File: config.mk
export PLATFORM = sky130hd
export DESIGN_NAME = prt_slot_scheduler_flat
export DESIGN_NICKNAME = d
export VERILOG_FILES = /design/src/rtl/prt_sched_pkg.sv /design/src/rtl/prt_slot_scheduler_if.sv /design/src/rtl/prt_slot_fifo.sv /design/src/rtl/prt_slot_scheduler.sv /design/src/flat_wrapper.sv
export SDC_FILE = /design/constraint.sdc
export NUM_CORES = 1
export LEC_CHECK = 0
export CAP_MARGIN = 20
export CORE_ASPECT_RATIO = 0.5
export CORE_UTILIZATION = 47
export CTS_CLUSTER_DIAMETER = 50
export DETAILED_ROUTE_END_ITERATION = 7
export PLACE_DENSITY = 0.67
export SYNTH_ARGS = -nofsm -noshare
export SYNTH_HDL_FRONTEND = slang
export SYNTH_SLANG_ARGS = --single-unit
File: constraint.sdc
create_clock -name clk -period 2.5 [get_ports clk]
set_input_delay 0.5 -clock clk [delete_from_list [all_inputs] [get_ports clk]]
set_output_delay 0.5 -clock clk [all_outputs]
set_load 0.05 [all_outputs]
File: src/rtl/prt_sched_pkg.sv
// Shared types for the PRT slot scheduler.
// Optional drop path selected by PRT_SCHED_DROP_EN.
package prt_sched_pkg;

  typedef enum logic [1:0] {
    S_FREE,
    S_FILLING,
    S_READY,
    S_SENDING
  } slot_state_t;

  typedef enum logic {
    R_IDLE,
    R_ACTIVE
  } rx_state_t;

  typedef enum logic [1:0] {
    T_IDLE,
    T_OFFER,
    T_BUSY
  } tx_state_t;

  localparam int ERR_W        = 3;
  localparam int ERR_RX_DONE  = 0;
  localparam int ERR_RX_ABORT = 1;
  localparam int ERR_TX_DONE  = 2;

endpackage

File: src/rtl/prt_slot_scheduler_if.sv
// Receive/transmit handshake bundle of the PRT slot scheduler.
// rx_drop/drop_count exist only with PRT_SCHED_DROP_EN.
interface prt_slot_scheduler_if #(
  parameter int NUM_SLOTS = 4
);
  localparam int SLOT_W = $clog2(NUM_SLOTS);

  logic              rx_req;
  logic              rx_gnt;
  logic [SLOT_W-1:0] rx_slot;
  logic              rx_done;
  logic              rx_abort;
  logic              tx_valid;
  logic [SLOT_W-1:0] tx_slot;
  logic              tx_ready;
  logic              tx_done;
  logic [SLOT_W:0]   free_count;
  logic              slot_available;
  logic              proto_err;
`ifdef PRT_SCHED_DROP_EN
  logic              rx_drop;
  logic [15:0]       drop_count;
`endif

  modport master (
    input  rx_req, rx_done, rx_abort,
    input  tx_ready, tx_done,
`ifdef PRT_SCHED_DROP_EN
    input  rx_drop,
    output drop_count,
`endif
    output rx_gnt, rx_slot,
    output tx_valid, tx_slot,
    output free_count, slot_available,
    output proto_err
  );

  modport slave (
    output rx_req, rx_done, rx_abort,
    output tx_ready, tx_done,
`ifdef PRT_SCHED_DROP_EN
    output rx_drop,
    input  drop_count,
`endif
    input  rx_gnt, rx_slot,
    input  tx_valid, tx_slot,
    input  free_count, slot_available,
    input  proto_err
  );

endinterface

File: src/rtl/prt_slot_fifo.sv
// Ready queue of slot indices in arrival order.
// Never overflows: it holds at most one entry per slot.
module prt_slot_fifo #(
  parameter  int DEPTH = 4,
  parameter  int W     = 2,
  localparam int AW    = $clog2(DEPTH)
) (
  input  logic         clk,
  input  logic         rst_n,
  input  logic         push,
  input  logic [W-1:0] din,
  input  logic         pop,
  output logic [W-1:0] head,
  output logic [AW:0]  count,
  output logic         empty
);

  logic [W-1:0]  mem_q [DEPTH];
  logic [W-1:0]  mem_d [DEPTH];
  logic [AW-1:0] wr_q, wr_d;
  logic [AW-1:0] rd_q, rd_d;
  logic [AW:0]   cnt_q, cnt_d;

  function automatic logic [AW-1:0] nxt(
    input logic [AW-1:0] p
  );
    return (p == AW'(DEPTH - 1)) ? '0 : p + AW'(1);
  endfunction

  always_comb begin
    mem_d = mem_q;
    wr_d  = wr_q;
    rd_d  = rd_q;
    cnt_d = cnt_q;
    if (push) begin
      mem_d[wr_q] = din;
      wr_d        = nxt(wr_q);
    end
    if (pop) rd_d = nxt(rd_q);
    case ({push, pop})
      2'b10:   cnt_d = cnt_q + (AW+1)'(1);
      2'b01:   cnt_d = cnt_q - (AW+1)'(1);
      default: cnt_d = cnt_q;
    endcase
  end

  always_ff @(posedge clk or negedge rst_n) begin
    if (!rst_n) begin
      for (int i = 0; i < DEPTH; i++)
        mem_q[i] <= '0;
      wr_q  <= '0;
      rd_q  <= '0;
      cnt_q <= '0;
    end else begin
      mem_q <= mem_d;
      wr_q  <= wr_d;
      rd_q  <= rd_d;
      cnt_q <= cnt_d;
    end
  end

  assign head  = mem_q[rd_q];
  assign count = cnt_q;
  assign empty = (cnt_q == '0);

endmodule

File: src/rtl/prt_slot_scheduler.sv
// PRT slot scheduler: explicit slot ownership for rx/tx.
// Define PRT_SCHED_DROP_EN for the rx_drop verdict path.
module prt_slot_scheduler
  import prt_sched_pkg::*;
#(
  parameter int NUM_SLOTS = 4
) (
  input logic                  clk,
  input logic                  rst_n,
  prt_slot_scheduler_if.master bus
);

  localparam int SLOT_W = $clog2(NUM_SLOTS);

  slot_state_t       slot_q [NUM_SLOTS];
  slot_state_t       slot_d [NUM_SLOTS];
  rx_state_t         rx_st_q, rx_st_d;
  tx_state_t         tx_st_q, tx_st_d;
  logic              rx_gnt_q, rx_gnt_d;
  logic [SLOT_W-1:0] rx_slot_q, rx_slot_d;
  logic              tx_valid_q, tx_valid_d;
  logic [SLOT_W-1:0] tx_slot_q, tx_slot_d;
  logic              proto_err_q, proto_err_d;
  logic [ERR_W-1:0]  cause;

  logic              free_hit;
  logic [SLOT_W-1:0] free_idx;
  logic [SLOT_W:0]   free_cnt;

  logic              fifo_push, fifo_pop;
  logic [SLOT_W-1:0] fifo_head;
  logic [SLOT_W:0]   fifo_cnt;
  logic              fifo_empty;
  logic              unused_fifo;

`ifdef PRT_SCHED_DROP_EN
  logic [15:0]       drop_cnt_q, drop_cnt_d;
`endif

  prt_slot_fifo #(
    .DEPTH (NUM_SLOTS),
    .W     (SLOT_W)
  ) u_fifo (
    .clk   (clk),
    .rst_n (rst_n),
    .push  (fifo_push),
    .din   (rx_slot_q),
    .pop   (fifo_pop),
    .head  (fifo_head),
    .count (fifo_cnt),
    .empty (fifo_empty)
  );

  assign unused_fifo = ^fifo_cnt;

  // Descending scan leaves the lowest FREE index.
  always_comb begin
    free_hit = 1'b0;
    free_idx = '0;
    free_cnt = '0;
    for (int i = NUM_SLOTS - 1; i >= 0; i--) begin
      if (slot_q[i] == S_FREE) begin
        free_hit = 1'b1;
        free_idx = SLOT_W'(i);
        free_cnt = free_cnt + (SLOT_W+1)'(1);
      end
    end
  end

  always_comb begin
    slot_d     = slot_q;
    rx_st_d    = rx_st_q;
    rx_gnt_d   = 1'b0;
    rx_slot_d  = rx_slot_q;
    tx_st_d    = tx_st_q;
    tx_valid_d = tx_valid_q;
    tx_slot_d  = tx_slot_q;
    fifo_push  = 1'b0;
    fifo_pop   = 1'b0;
    cause      = '0;
`ifdef PRT_SCHED_DROP_EN
    drop_cnt_d = drop_cnt_q;
`endif

    case (rx_st_q)
      R_ACTIVE: begin
        if (bus.rx_abort) begin
          slot_d[rx_slot_q] = S_FREE;
          rx_st_d           = R_IDLE;
        end else if (bus.rx_done) begin
          rx_st_d = R_IDLE;
`ifdef PRT_SCHED_DROP_EN
          if (bus.rx_drop) begin
            slot_d[rx_slot_q] = S_FREE;
            if (drop_cnt_q != 16'hFFFF)
              drop_cnt_d = drop_cnt_q + 16'd1;
          end else begin
            slot_d[rx_slot_q] = S_READY;
            fifo_push         = 1'b1;
          end
`else
          slot_d[rx_slot_q] = S_READY;
          fifo_push         = 1'b1;
`endif
        end
      end
      default: begin
        cause[ERR_RX_DONE]  = bus.rx_done;
        cause[ERR_RX_ABORT] = bus.rx_abort;
        if (bus.rx_req && free_hit) begin
          slot_d[free_idx] = S_FILLING;
          rx_slot_d        = free_idx;
          rx_gnt_d         = 1'b1;
          rx_st_d          = R_ACTIVE;
        end
      end
    endcase

    case (tx_st_q)
      T_OFFER: begin
        cause[ERR_TX_DONE] = bus.tx_done;
        if (bus.tx_ready) begin
          fifo_pop          = 1'b1;
          slot_d[tx_slot_q] = S_SENDING;
          tx_valid_d        = 1'b0;
          tx_st_d           = T_BUSY;
        end
      end
      T_BUSY: begin
        if (bus.tx_done) begin
          slot_d[tx_slot_q] = S_FREE;
          tx_st_d           = T_IDLE;
        end
      end
      default: begin
        cause[ERR_TX_DONE] = bus.tx_done;
        if (!fifo_empty) begin
          tx_st_d    = T_OFFER;
          tx_valid_d = 1'b1;
          tx_slot_d  = fifo_head;
        end
      end
    endcase

    proto_err_d = |cause;
  end

  always_ff @(posedge clk or negedge rst_n) begin
    if (!rst_n) begin
      for (int i = 0; i < NUM_SLOTS; i++)
        slot_q[i] <= S_FREE;
      rx_st_q     <= R_IDLE;
      tx_st_q     <= T_IDLE;
      rx_gnt_q    <= 1'b0;
      rx_slot_q   <= '0;
      tx_valid_q  <= 1'b0;
      tx_slot_q   <= '0;
      proto_err_q <= 1'b0;
    end else begin
      slot_q      <= slot_d;
      rx_st_q     <= rx_st_d;
      tx_st_q     <= tx_st_d;
      rx_gnt_q    <= rx_gnt_d;
      rx_slot_q   <= rx_slot_d;
      tx_valid_q  <= tx_valid_d;
      tx_slot_q   <= tx_slot_d;
      proto_err_q <= proto_err_d;
    end
  end

`ifdef PRT_SCHED_DROP_EN
  always_ff @(posedge clk or negedge rst_n) begin
    if (!rst_n) drop_cnt_q <= '0;
    else        drop_cnt_q <= drop_cnt_d;
  end

  assign bus.drop_count = drop_cnt_q;
`endif

  assign bus.rx_gnt         = rx_gnt_q;
  assign bus.rx_slot        = rx_slot_q;
  assign bus.tx_valid       = tx_valid_q;
  assign bus.tx_slot        = tx_slot_q;
  assign bus.free_count     = free_cnt;
  assign bus.slot_available = free_hit;
  assign bus.proto_err      = proto_err_q;

endmodule

File: src/flat_wrapper.sv
// flat-port wrapper written by rule: the top's interface ports become plain ports
module prt_slot_scheduler_flat import prt_sched_pkg::*;
#(
  parameter int NUM_SLOTS = 4
)
  (clk, rst_n, bus_rx_req, bus_rx_done, bus_rx_abort, bus_tx_ready, bus_tx_done, bus_rx_gnt, bus_rx_slot, bus_tx_valid, bus_tx_slot, bus_free_count, bus_slot_available, bus_proto_err);
  prt_slot_scheduler_if #(.NUM_SLOTS(NUM_SLOTS)) bus_i ();
  input logic clk;
  input logic rst_n;
  input wire logic [$bits(bus_i.rx_req)-1:0] bus_rx_req;
  input wire logic [$bits(bus_i.rx_done)-1:0] bus_rx_done;
  input wire logic [$bits(bus_i.rx_abort)-1:0] bus_rx_abort;
  input wire logic [$bits(bus_i.tx_ready)-1:0] bus_tx_ready;
  input wire logic [$bits(bus_i.tx_done)-1:0] bus_tx_done;
  output wire logic [$bits(bus_i.rx_gnt)-1:0] bus_rx_gnt;
  output wire logic [$bits(bus_i.rx_slot)-1:0] bus_rx_slot;
  output wire logic [$bits(bus_i.tx_valid)-1:0] bus_tx_valid;
  output wire logic [$bits(bus_i.tx_slot)-1:0] bus_tx_slot;
  output wire logic [$bits(bus_i.free_count)-1:0] bus_free_count;
  output wire logic [$bits(bus_i.slot_available)-1:0] bus_slot_available;
  output wire logic [$bits(bus_i.proto_err)-1:0] bus_proto_err;
  assign bus_i.rx_req = bus_rx_req;
  assign bus_i.rx_done = bus_rx_done;
  assign bus_i.rx_abort = bus_rx_abort;
  assign bus_i.tx_ready = bus_tx_ready;
  assign bus_i.tx_done = bus_tx_done;
  assign bus_rx_gnt = bus_i.rx_gnt;
  assign bus_rx_slot = bus_i.rx_slot;
  assign bus_tx_valid = bus_i.tx_valid;
  assign bus_tx_slot = bus_i.tx_slot;
  assign bus_free_count = bus_i.free_count;
  assign bus_slot_available = bus_i.slot_available;
  assign bus_proto_err = bus_i.proto_err;
  prt_slot_scheduler #(.NUM_SLOTS(NUM_SLOTS)) u_core (.clk(clk), .rst_n(rst_n), .bus(bus_i));
endmodule
# Word level (Yosys, flattened, before mapping)
# Index checks and enable logic that the tools add are counted.
[totals] register_bits=33 input_bits=7 out_inout_bits=11 elab_cells=134
[classes] addsub=7 magnitude_cmp=9 n_eq_ne=10 n_mux=53 bitwise_logic=20 n_reduce_logical=17
[op_table] operator="$mux W8" count=6
[op_table] operator="$mux W2" count=16
[op_table] operator="$mux W1" count=18
[op_table] operator="$and A8 B8 Y8" count=2
[op_table] operator="$demux W2 S2" count=4
[op_table] operator="$not A8 Y8" count=2
[op_table] operator="$pmux W8 S2" count=1
[op_table] operator="$ge A3 B3 Y1 const B" count=5
[op_table] operator="$not A2 Y3" count=5
[op_table] operator="$lt A3 B1 Y1 const B" count=4
[op_table] operator="$add A3 B1 Y3 const B" count=3
[op_table] operator="$mux W3" count=3
[op_table] operator="$and A4 B4 Y4" count=2
[op_table] operator="$bwmux W8" count=1
[op_table] operator="$eq A2 B2 Y1 const B" count=4
[op_table] operator="$logic_not A2 Y1" count=4
[op_table] operator="$not A4 Y4" count=2
[op_table] operator="$or A4 B4 Y4" count=2
[op_table] operator="$or A8 B8 Y8" count=1
[op_table] operator="$ne A2 B2 Y1 const B" count=3
[op_table] operator="$pmux W3 S2" count=1
[op_table] operator="$reduce_and A3 Y1" count=2
[op_table] operator="$logic_and A1 B1 Y1" count=5
[op_table] operator="$add A2 B1 Y2 const B" count=2
[op_table] operator="other kinds (13)" count=18

# Logic depth before layout (Yosys ltp)
# Gate-level depths: netlist (run 1).
[depth] ltp_word=17 depth_mapped=10 depth_no_buf=10

# Cells and area by module
# From an unflattened synthesis (run 1), not the netlist that was laid out.
[unflattened] cells_unflattened=186 area_unflattened_um2=1955.6
[by_module_without_submodules] module="prt_slot_scheduler" instances=1 cells_each=131 area_each_um2=1221.2 seq_area_each_um2=450.4
[by_module_without_submodules] module="prt_slot_fifo" instances=1 cells_each=55 area_each_um2=734.5 seq_area_each_um2=375.4

# Worst setup path before layout (run 1)
# Ideal clock, no wire load.
[synth_path] kind="register to output" from="reg u_core.slot_q[0] (netlist bit)" to="out bus_free_count[2]" arrival_ns=2.215 t_required_ns=2.000 slack_ns=-0.215 path_stages_with_launch=7 n_path_buf=0 path_cell_list="dfrtp_1 -> or2_2 -> ha_1 -> xor2_1 -> ha_1 -> nand2_1 -> xor2_1"
[synth_between] elab_chain_len=8
[synth_lines] element="start, declared" line="prt_slot_scheduler.sv:15" source="slot_state_t slot_q [NUM_SLOTS];"
[synth_lines] element="start signal, assigned" line="prt_slot_scheduler.sv:160" source="slot_q <= slot_d;"
[synth_lines] element="$logic_not A2 Y1 (*)" line="prt_slot_scheduler.sv:62" source="if (slot_q[i] == S_FREE) begin"
[synth_lines] element="$mux W1 (*)" line="prt_slot_scheduler.sv:62"
[synth_lines] element="$add A1 B1 Y2" line="prt_slot_scheduler.sv:65" source="free_cnt = free_cnt + (SLOT_W+1)'(1);"
[synth_lines] element="$mux W3 (*)" line="prt_slot_scheduler.sv:62"
[synth_lines] element="$add A3 B1 Y3" line="prt_slot_scheduler.sv:65"
[synth_lines] element="$mux W3 (*)" line="prt_slot_scheduler.sv:62"
[synth_lines] element="$add A3 B1 Y3" line="prt_slot_scheduler.sv:65"
[synth_lines] element="$mux W3 (*)" line="prt_slot_scheduler.sv:62"
[synth_lines] element="end, declared" line="flat_wrapper.sv:19" source="output wire logic [$bits(bus_i.free_count)-1:0] bus_free_count;"
# Mark *: on every way between the ends. The rest lies on a longest branch, timed or not.

# Worst setup path in the final report (run 1)
[layout_path] from="reg u_core.slot_q[1] (netlist bit)" to="out bus_free_count[1]"
# The elaborated chain is that of the path after synthesis.

==> run_results.csv, run 1 <==
group,metric,value,unit
run_status,outcome,"finished with violations",
run_status,violations,"setup timing",
detailed_routing,wirelength,3930,um
setup_path,crit_arrival,2060,ps
layout,area_growth,27.1,%
worst_hold_path,holdCritStartpoint,"u_core.u_fifo.count[2]",
setup_path,cp-start-kind,"flop",
floorplan,fp.dieArea,4380,sq um
setup_path,r2r-start,"u_core.slot_q[1]",
placement,numPortBuffers,17,
worst_hold_path,hold_path_class,"reg -> reg",
clock_network,root_buffer,"clkbuf_8",
global_routing,grt_antenna_before_repair,0,
detailed_routing,drc,0,
setup_path,r2r_slack,450,ps
setup_path,criticalPathCategory,"reg -> out",
sta,setup_viol,2,
detailed_routing,antenna_left,0,
sta,rsz0062_at_grt,"true",
detailed_routing,drt_iter0_markers,51,
logic_synthesis,synth_cell_types,48,
clock_network,cts.clk_slew.worst_paths,70,ps
logic_synthesis,synth-seq-area-share,42.9,%
floorplan,ios,18,
global_routing,overflow,0,
logic_synthesis,synth-seq-cells,33,
sta,tightest_slew,598,ps
logic_synthesis,synth_top_flop_cell,"dfrtp_1",
sta,max_freq,390,MHz
flow_run,drv_cap,0,
pwr,swShare,44.6,%
clock_network,numCtsBuffers,5,
logic_synthesis,ys_warn_count,0,
logic_synthesis,synth.avg_cell_area,10.4,sq um
pwr,p_sw,0.00165,W
pwr,powerDensity,1510,nW/um^2
clock_network,insertion_delay,280,ps
floorplan,fp.dieH,47.3,um
pwr,peakVddDrop,0.799,mV
pwr,p_comb_share,63.3,%
pwr,pwr-share-clk,10.9,%
pwr,finalPower,0.00370,W
logic_synthesis,syn-num-nets,206,
layout,drive_gt1_share,28.7,%
sta,finalMaxSlewViolations,0,
setup_path,worst-r2r-cell-count,6,
logic_synthesis,synth_edf_count,0,
layout,fin_nets,237,
clock_network,clock_path_buffers,2,
sta,setup_ws,-61.9,ps
logic_synthesis,synthArstFlopShare,100,%
pwr,p_int,0.00205,W
clock_network,cts_sinks,33,
global_routing,grt_pass1_wl,6210,um
clock_network,cts_tree,"yes",
detailed_routing,vias_per_cell,5.30,
detailed_routing,detailroute.via_count,1431,
setup_path,worstReg2RegEnd,"u_core.slot_q[0]",
global_routing,grt.total_usage,19.1,%
clock_network,ctsHtreeMaxLevel,2,
setup_path,cp-end-kind,"output port",
floorplan,start_util,49.1,%
clock_network,cts_hold_buffers,0,
setup_path,critPathMaxFanout,3,
detailed_routing,drt_pass1_iterations,4,
global_routing,first_global_vias,1314,
pwr,seq_power_share,25.8,%
logic_synthesis,syn_inst,185,
setup_path,startpoint,"u_core.slot_q[1]",
floorplan,num_rows,16,
setup_path,cp.required,2000,ps
sta,hold_ws,469,ps
setup_path,critical_path.endpoint,"bus_free_count[1]",
sta,slew_headroom,60.1,%
global_routing,grt_max_degree,34,
sta,hold_violations,0,
pwr,p_leak,1.11,nW
sta,finalSetupTns,-73.3,ps
sta,min_period,2560,ps
sta,min_period_over_period,102,%
layout,diodes,0,
placement,place_area,2220,sq um
sta,fin_skew,6.35,ps
floorplan,core_region_area,3920,sq um
layout,fin_area,2450,sq um
placement,globalplace.congestion,0.819,
detailed_routing,wire_per_inst,14.5,um
logic_synthesis,syn_area,1930,sq um
placement,dpl.hpwl,2840,um
floorplan,fp.dieW,92.6,um
-- cells by family (layout without fill, tap and decap cells) --
kind of cell	count (synthesis)	in the layout	share of synthesized area (%)
buffers and inverters	20	51	3.96
and+or+nand+nor	56	56	17.3
AOI/OAI and AO/OA	42	42	14.3
DFF	33	33	42.9
xor gates and xnor gates	6	6	2.73
muxes	14	14	9.35
adders and majority gates	14	14	9.48
-- worst max-delay path, cell delays in order (launching register included) --
cell	delay, ps
dfrtp_1	380
or2_4	280
ha_2	220
o31ai_4	240
ha_4	240
mux2_2	270
buf_6	150
-- power groups by stage --
stage	registers, W	clock network [W]	logic (W)
6_report	0.000955	0.000403	0.00235
5_1_grt	0.000988	0.000435	0.00253
4_1_cts	0.000957	0.000412	0.00222
3_5_place_dp	0.000959	0	0.00202
3_3_place_gp	0.000948	0	0.00199
2_1_floorplan	0.000995	0	0.00128
-- synthesized netlist by cell type (3+ instances only) --
cell / count / area, sq um
dfrtp_1: 33 / 826
nand2_1: 17 / 63.8
inv_1: 14 / 52.6
ha_1: 13 / 163
a21oi_1: 12 / 60.1
mux2_2: 12 / 135
nor2_1: 8 / 30.0
o21ai_0: 6 / 30.0
o31ai_1: 6 / 45.0
xor2_1: 5 / 43.8
clkbuf_1: 4 / 15.0
nand3b_1: 4 / 30.0
a21o_1: 3 / 22.5
nand3_1: 3 / 15.0
nor2b_1: 3 / 18.8
o21ai_1: 3 / 15.0
or2_2: 3 / 18.8
-- layout make-up --
| cell class | instances | area [sq um] |
|---|---|---|
| clock buffers | 7 | 86.3 |
| multi-input cells | 132 | 1130 |
| inverters | 15 | 56.3 |
| fillers | 346 | 1470 |
| well taps | 54 | 67.6 |
| flip-flops and latches | 33 | 826 |
| repair buffers | 29 | 279 |
-- repair_timing --
action                     CTS  global route
pin swaps                    2             2
gates cloned                 0             0
setup buffers                3             2
gates resized for setup     14             4
setup endpoints to repair    3             3
-- worst min path at each step --
stage | cells past startpoint | end | slack, ps
floorplan | 0 | u_core.bus.proto_err | 200
global placement | 1 | u_core.u_fifo.count[2] | 460
detailed placement | 1 | u_core.u_fifo.count[2] | 470
CTS | 1 | u_core.u_fifo.count[2] | 470
global route | 1 | u_core.u_fifo.count[2] | 490
finish | 1 | u_core.u_fifo.count[2] | 470
-- sequential cells by signal (all words and copies together), names as in the netlist --
signal,cells
u_core.slot_q,8
u_core.u_fifo.mem_q,8
u_core.u_fifo.count,3
u_core.bus.rx_slot,2
u_core.bus.tx_slot,2
u_core.tx_st_q,2
u_core.u_fifo.rd_q,2
u_core.u_fifo.wr_q,2
u_core.bus.proto_err,1
u_core.bus.rx_gnt,1
u_core.bus.tx_valid,1
u_core.rx_st_q,1
-- layer usage --
metal	routed length (um)	part of all wire [%]	GRT usage, %
met2	1900	48	32.9
met3	87	2.2	4.37
met5	0	0	0
met1	1950	50	25.3
met4	0	0	4.69
-- layout by cell type (no fill, tap or decap), drive strengths merged, types with 2 or more instances in the layout --
cell           Yosys  final
dfrtp             33     33
nand2             17     17
buf                1     16
inv               15     15
clkdlybuf4s50      0     13
a21oi             13     13
ha                13     13
mux2              12     12
nor2              10     10
o21ai              9      9
clkbuf             4      7
o31ai              7      7
xor2               5      5
nand3b             4      4
a21o               4      4
or2                4      4
nand3              3      3
nor2b              3      3
nor3               3      3
nand2b             2      2
a22o               2      2
o22ai              2      2
mux4               2      2
and3b              2      2
-- stage by stage --
stage          setup WS, ps  utilization (%)  cells
3_5_place_dp           53.2             56.6    258
5_1_grt                -120             62.4    270
3_3_place_gp           97.0             56.6    258
4_1_cts               -86.9             61.0    268
2_1_floorplan          5.26                -    185
6_report              -61.9             62.4    270
No activity file was read; power rests on OpenSTA's default activity.
==> run 2: changes to the inputs <==
--- a/config.mk
+++ b/config.mk
@@ -10,7 +10,8 @@
 export CORE_UTILIZATION = 47
 export CTS_CLUSTER_DIAMETER = 50
 export DETAILED_ROUTE_END_ITERATION = 7
-export PLACE_DENSITY = 0.67
+export PLACE_DENSITY_LB_ADDON = 0.15
 export SYNTH_ARGS = -nofsm -noshare
 export SYNTH_HDL_FRONTEND = slang
+export SYNTH_HIERARCHICAL = 1
 export SYNTH_SLANG_ARGS = --single-unit
==> constraint.sdc (replaced) <==
create_clock -name clk -period 2.9 [get_ports clk]
set_input_delay 0.58 -clock clk [delete_from_list [all_inputs] [get_ports clk]]
set_output_delay 0.58 -clock clk [all_outputs]
set_load 0.05 [all_outputs]
==> run_results.csv, run 2 <==
group,metric,value,unit
floorplan,core_region_area,3940,sq um
setup_path,cp-end-kind,"output port",
sta,finalMaxSlewViolations,0,
placement,dpl.hpwl,2950,um
setup_path,r2r-start,"u_core/tx_st_q[1]",
placement,numPortBuffers,17,
sta,setup_ws,82.3,ps
layout,fin_nets,230,
layout,diodes,0,
sta,tightest_slew,496,ps
logic_synthesis,synth-seq-area-share,42.2,%
detailed_routing,vias_per_cell,5.59,
pwr,peakVddDrop,0.445,mV
clock_network,clock_path_buffers,2,
layout,drive_gt1_share,17.6,%
sta,fin_skew,10.9,ps
layout,layout_commonest_cell,"dfrtp_1",
layout,mostFrequentLayoutCells,"33 x dfrtp_1, 18 x inv_1, 14 x clkdlybuf4s50_1",
detailed_routing,drc,0,
clock_network,ctsHtreeMaxLevel,2,
logic_synthesis,syn_inst,186,
sta,min_period,2820,ps
setup_path,cp-start-kind,"flop",
logic_synthesis,synth.avg_cell_area,10.5,sq um
logic_synthesis,synth_common_cells,"33 x dfrtp_1, 18 x inv_1, 13 x ha_1",
global_routing,grt_max_degree,34,
detailed_routing,wire_per_inst,16.2,um
global_routing,overflow,0,
global_routing,grt_antenna_before_repair,0,
logic_synthesis,syn-num-nets,207,
pwr,powerDensity,1260,nW/um^2
global_routing,grt.total_usage,21.0,%
sta,hold_violations,0,
setup_path,critPathMaxFanout,4,
logic_synthesis,synthArstFlopShare,100,%
layout,instances_no_fill,264,
clock_network,numCtsBuffers,5,
layout,area_growth,18.7,%
global_routing,first_global_vias,1384,
setup_path,worst-r2r-cell-count,10,
sta,slew_headroom,66.9,%
floorplan,start_util,49.6,%
placement,dp.cells,255,
logic_synthesis,synth_edf_count,0,
setup_path,crit_arrival,2240,ps
worst_hold_path,hold_path_depth,1,
floorplan,num_rows,16,
sta,min_period_over_period,97.2,%
placement,globalplace.congestion,0.808,
flow_run,drv_cap,0,
detailed_routing,detailroute.via_count,1476,
logic_synthesis,ys_warn_count,6,
setup_path,criticalPathCategory,"reg -> out",
clock_network,cts_tree,"yes",
logic_synthesis,syn_area,1960,sq um
floorplan,fp.dieH,47.6,um
detailed_routing,wirelength,4290,um
global_routing,grt_pass1_wl,6830,um
logic_synthesis,yosys.area.top_type,"dfrtp_1",
floorplan,ios,18,
logic_synthesis,synth-seq-cells,33,
global_routing,use_met3,4.76,%
clock_network,root_buffer,"clkbuf_8",
clock_network,cts_sinks,33,
setup_path,r2r_slack,620,ps
sta,setup_viol,0,
floorplan,fp.dieArea,4440,sq um
pwr,p_leak,1.05,nW
logic_synthesis,synth_top_flop_cell,"dfrtp_1",
detailed_routing,drt_pass1_iterations,5,
worst_hold_path,hold_path_class,"reg -> reg",
global_routing,met1_usage,26.1,%
setup_path,worstReg2RegEnd,"u_core/u_fifo/count[2]",
global_routing,gr-max-usage-layer,"met2",
floorplan,fp.dieW,93.2,um
global_routing,globalRouteMet2Util,37.9,%
sta,max_freq,355,MHz
setup_path,cp.required,2320,ps
run_status,outcome,"finished, final reports clean",
placement,post-place-ws,242,ps
clock_network,insertion_delay,290,ps
logic_synthesis,synthTopCellsByArea,"dfrtp_1 42%, ha_1 8.3%, mux2_2 6.9%",
logic_synthesis,yosysMostFrequentCell,"dfrtp_1",
detailed_routing,drt_iter0_markers,106,
logic_synthesis,synth_cell_types,51,
clock_network,cts.clk_slew.worst_paths,70,ps
logic_synthesis,yosysTopAreaCellShare,42.2,%
worst_hold_path,holdCritStartpoint,"u_core/u_fifo/count[2]",
detailed_routing,antenna_left,0,
worst_hold_path,min_delay_worst_endpoint,"u_core/u_fifo/count[2]",
-- run 2: changes by cell type after synthesis, moves of 3 or more --
| cell | change |
|---|---|
| a21oi_1 | -7 |
| nand2_1 | -5 |
| inv_1 | +4 |
| nor2_1 | +4 |
| a21o_1 | -3 |
| a31oi_1 | +3 |
-- run 2: worst max path at each step --
| stage | start | to | slack (ps) | depth (start not counted) |
|---|---|---|---|---|
| 4_1_cts | u_core/slot_q[1] | bus_free_count[1] | 5 | 6 |
| 3_3_place_gp | bus_rx_abort | u_core/u_fifo/count[2] | 340 | 10 |
| 2_1_floorplan | u_core/slot_q[1] | bus_free_count[2] | 130 | 6 |
| 3_5_place_dp | bus_rx_abort | u_core/u_fifo/count[2] | 240 | 10 |
| 5_1_grt | u_core/slot_q[3] | bus_free_count[1] | -10 | 6 |
| 6_report | u_core/slot_q[3] | bus_free_count[1] | 80 | 6 |
-- run 2: critical path, cell delays in order (launching register included) --
cell and delay [ps]:
dfrtp_1 370, or2_2 360, ha_2 220, o31ai_2 240
ha_1 280, mux2_1 290, buf_4 190
-- run 2: per-layer routing --
layer / share of wire, % / up-vias
li1: - / 716
met1: 45 / 714
met2: 49 / 39
met3: 3.7 / 7
met4: 1.6 / 0
met5: 0 / -
-- run 2: cell families (layout without fill, tap and decap cells) --
logic type	after synthesis	in the layout	synth area share [%]
simple gates	54	54	16.3
xor+xnor	6	6	2.69
flops	33	33	42.2
fa+ha+maj	14	14	9.34
buf+inv	24	48	4.67
compound gates	37	37	13.4
mux	18	18	11.4
-- run 2: final cells by class --
class / instances / area (sq um)
inverters: 19 / 71.3
clock buffers: 6 / 72.6
well taps: 54 / 67.6
repair buffers: 21 / 205
flip-flops and latches: 33 / 826
multi-input cells: 129 / 1070
fillers: 318 / 1620
clock inverters: 2 / 10.0
-- run 2: per-stage QoR --
| stage | power [W] | TNS (ps) | util, % | cell area (sq um) | hold slack (ps) |
|---|---|---|---|---|---|
| floorplan | 0.00199 | 0 | - | 1960 | 284 |
| global placement | 0.00246 | 0 | 55.8 | 2200 | 461 |
| detailed placement | 0.00251 | 0 | 55.8 | 2200 | 470 |
| CTS | 0.00289 | 0 | 58.2 | 2300 | 483 |
| global route | 0.00313 | -13.6 | 58.9 | 2320 | 515 |
| finish | 0.00292 | 0 | 58.9 | 2320 | 487 |
-- run 2: timing repair --
item	CTS	global route
setup buffers	0	1
setup endpoints to repair	1	3
hold buffers	0	0
pin swaps	0	1
gates resized for setup	2	3
-- run 2: report_power, final --
group / leakage, nW / switching [W] / internal [W] / total [W]
clock network: 0.0450 / 0.000166 / 0.000166 / 0.000332
registers: 0.421 / 0.000215 / 0.000635 / 0.000850
logic: 0.581 / 0.000992 / 0.000750 / 0.00174
==> run 3: changes to the inputs <==
--- a/config.mk
+++ b/config.mk
@@ -7,6 +7,7 @@
 export LEC_CHECK = 0
 export CAP_MARGIN = 20
 export CORE_ASPECT_RATIO = 0.5
+export CORE_MARGIN = 2
 export CORE_UTILIZATION = 47
 export CTS_CLUSTER_DIAMETER = 50
 export DETAILED_ROUTE_END_ITERATION = 7
==> run_results.csv, run 3 (same netlist as run 2, synthesis figures left out) <==
group,metric,value,unit
sta,max_freq,356,MHz
floorplan,fp.dieH,49.6,um
global_routing,grt_pass1_wl,6780,um
detailed_routing,drc,0,
worst_hold_path,hold_path_class,"reg -> reg",
floorplan,ios,18,
detailed_routing,vias_per_cell,5.63,
layout,mostFrequentLayoutCells,"33 x dfrtp_1, 18 x inv_1, 14 x clkdlybuf4s50_1",
global_routing,first_global_vias,1447,
layout,multi_input_area,1080,sq um
floorplan,fp.dieArea,4720,sq um
layout,num-fill-cells,341,
placement,globalplace.congestion,0.819,
clock_network,numCtsBuffers,5,
clock_network,insertion_delay,290,ps
placement,post-place-ws,255,ps
clock_network,root_buffer,"clkbuf_8",
layout,fin_area,2360,sq um
floorplan,start_util,49.6,%
worst_hold_path,hold_path_depth,1,
detailed_routing,drt_iter0_markers,63,
sta,min_period,2810,ps
clock_network,cts_tree,"yes",
sta,min_period_over_period,96.8,%
sta,slew_headroom,66.6,%
setup_path,r2r-start,"u_core/tx_st_q[1]",
pwr,peakVddDrop,0.499,mV
layout,diodes,0,
setup_path,r2r_slack,650,ps
clock_network,cts_sinks,33,
sta,finalMaxSlewViolations,0,
worst_hold_path,min_delay_worst_endpoint,"u_core/u_fifo/count[2]",
sta,setup_viol,0,
global_routing,overflow,0,
run_status,outcome,"finished, final reports clean",
setup_path,criticalPathCategory,"reg -> out",
clock_network,cts.clk_slew.worst_paths,70,ps
setup_path,worst-r2r-cell-count,10,
detailed_routing,drt_pass1_iterations,4,
layout,area_growth,20.5,%
placement,numPortBuffers,17,
layout,layout_commonest_cell,"dfrtp_1",
sta,rsz0062_at_grt,"false",
layout,fin_nets,229,
global_routing,grt_max_degree,34,
setup_path,cp-end-kind,"output port",
pwr,powerDensity,1280,nW/um^2
floorplan,fp.dieW,95.2,um
setup_path,critPathMaxFanout,4,
setup_path,crit_arrival,2230,ps
setup_path,worstReg2RegEnd,"u_core/u_fifo/count[2]",
sta,finalSetupTns,0,ps
placement,place_area,2200,sq um
clock_network,ctsHtreeMaxLevel,2,
clock_network,clock_path_buffers,2,
clock_network,post_cts_buffers,0,
pwr,p_leak,1.06,nW
layout,drive_gt1_share,17.2,%
detailed_routing,wire_per_inst,15.4,um
detailed_routing,antenna_left,0,
layout,regArea,826,sq um
detailed_routing,detailroute.via_count,1482,
sta,hold_ws,489,ps
setup_path,cp-start-kind,"flop",
floorplan,num_rows,16,
global_routing,grt.total_usage,19.1,%
sta,fin_skew,7.17,ps
flow_run,drv_cap,0,
sta,setup_ws,94.2,ps
placement,dpl.hpwl,2900,um
pwr,finalPower,0.00302,W
setup_path,cp.required,2320,ps
clock_network,cts_hold_buffers,0,
worst_hold_path,holdCritStartpoint,"u_core/u_fifo/count[2]",
detailed_routing,wirelength,4060,um
global_routing,grt_antenna_before_repair,0,
sta,tightest_slew,499,ps
floorplan,core_region_area,3940,sq um
sta,hold_violations,0,
## run 3: layout make-up
class,count,share of cell area (%)
Multi-Input combinational cell,129,45.7
Sequential cell,33,35.1
Timing Repair Buffer,20,8.39
Clock buffer,7,3.66
Inverter,19,3.03
Tap cell,54,2.87
Clock inverter,1,1.27
## run 3: worst max-delay path by stage
stage                                start                      to  slack, ps  depth (start not counted)
final                     u_core/slot_q[3]       bus_free_count[1]         90                          6
after global placement        bus_rx_abort  u_core/u_fifo/count[2]        330                         10
after CTS                 u_core/slot_q[1]       bus_free_count[1]         40                          6
after detailed placement      bus_rx_abort  u_core/u_fifo/count[2]        250                         10
after floorplan           u_core/slot_q[1]       bus_free_count[2]        130                          6
after global routing      u_core/slot_q[3]       bus_free_count[1]         30                          8
## run 3: power by group
part / leakage (nW) / internal [W] / total (W) / switching (W)
Clock: 0.0585 / 0.000280 / 0.000452 / 0.000171
Sequential: 0.421 / 0.000634 / 0.000841 / 0.000207
Combinational: 0.578 / 0.000741 / 0.00172 / 0.000982
Total: 1.06 / 0.00166 / 0.00302 / 0.00136
## run 3: through the flow
| stage | instances | utilization, % |
|---|---|---|
| after global placement | 255 | 55.8 |
| after CTS | 263 | 59.4 |
| after global routing | 263 | 59.7 |
| after detailed placement | 255 | 55.8 |
| final | 263 | 59.7 |
| after floorplan | 186 | - |
## run 3: worst max-delay path, cell delays in order, from the launching register on
cell and delay [ps]:
dfrtp_1 370, or2_2 360, ha_2 230, o31ai_4 240, ha_1 260, mux2_1 290
buf_4 190
## run 3: timing repair
action	CTS	global route
pin swaps	1	1
endpoints found under the setup margin	1	2
resized for setup	3	4
## run 3: layer usage
metal	up-vias	part of all wire (%)	track usage, %	routed length, um
met5	-	0	0	0
met4	0	1.3	8.70	51
met3	5	3.4	4.13	138
met2	27	45	29.5	1840
met1	732	50	26.0	2030
li1	718	-	-	-
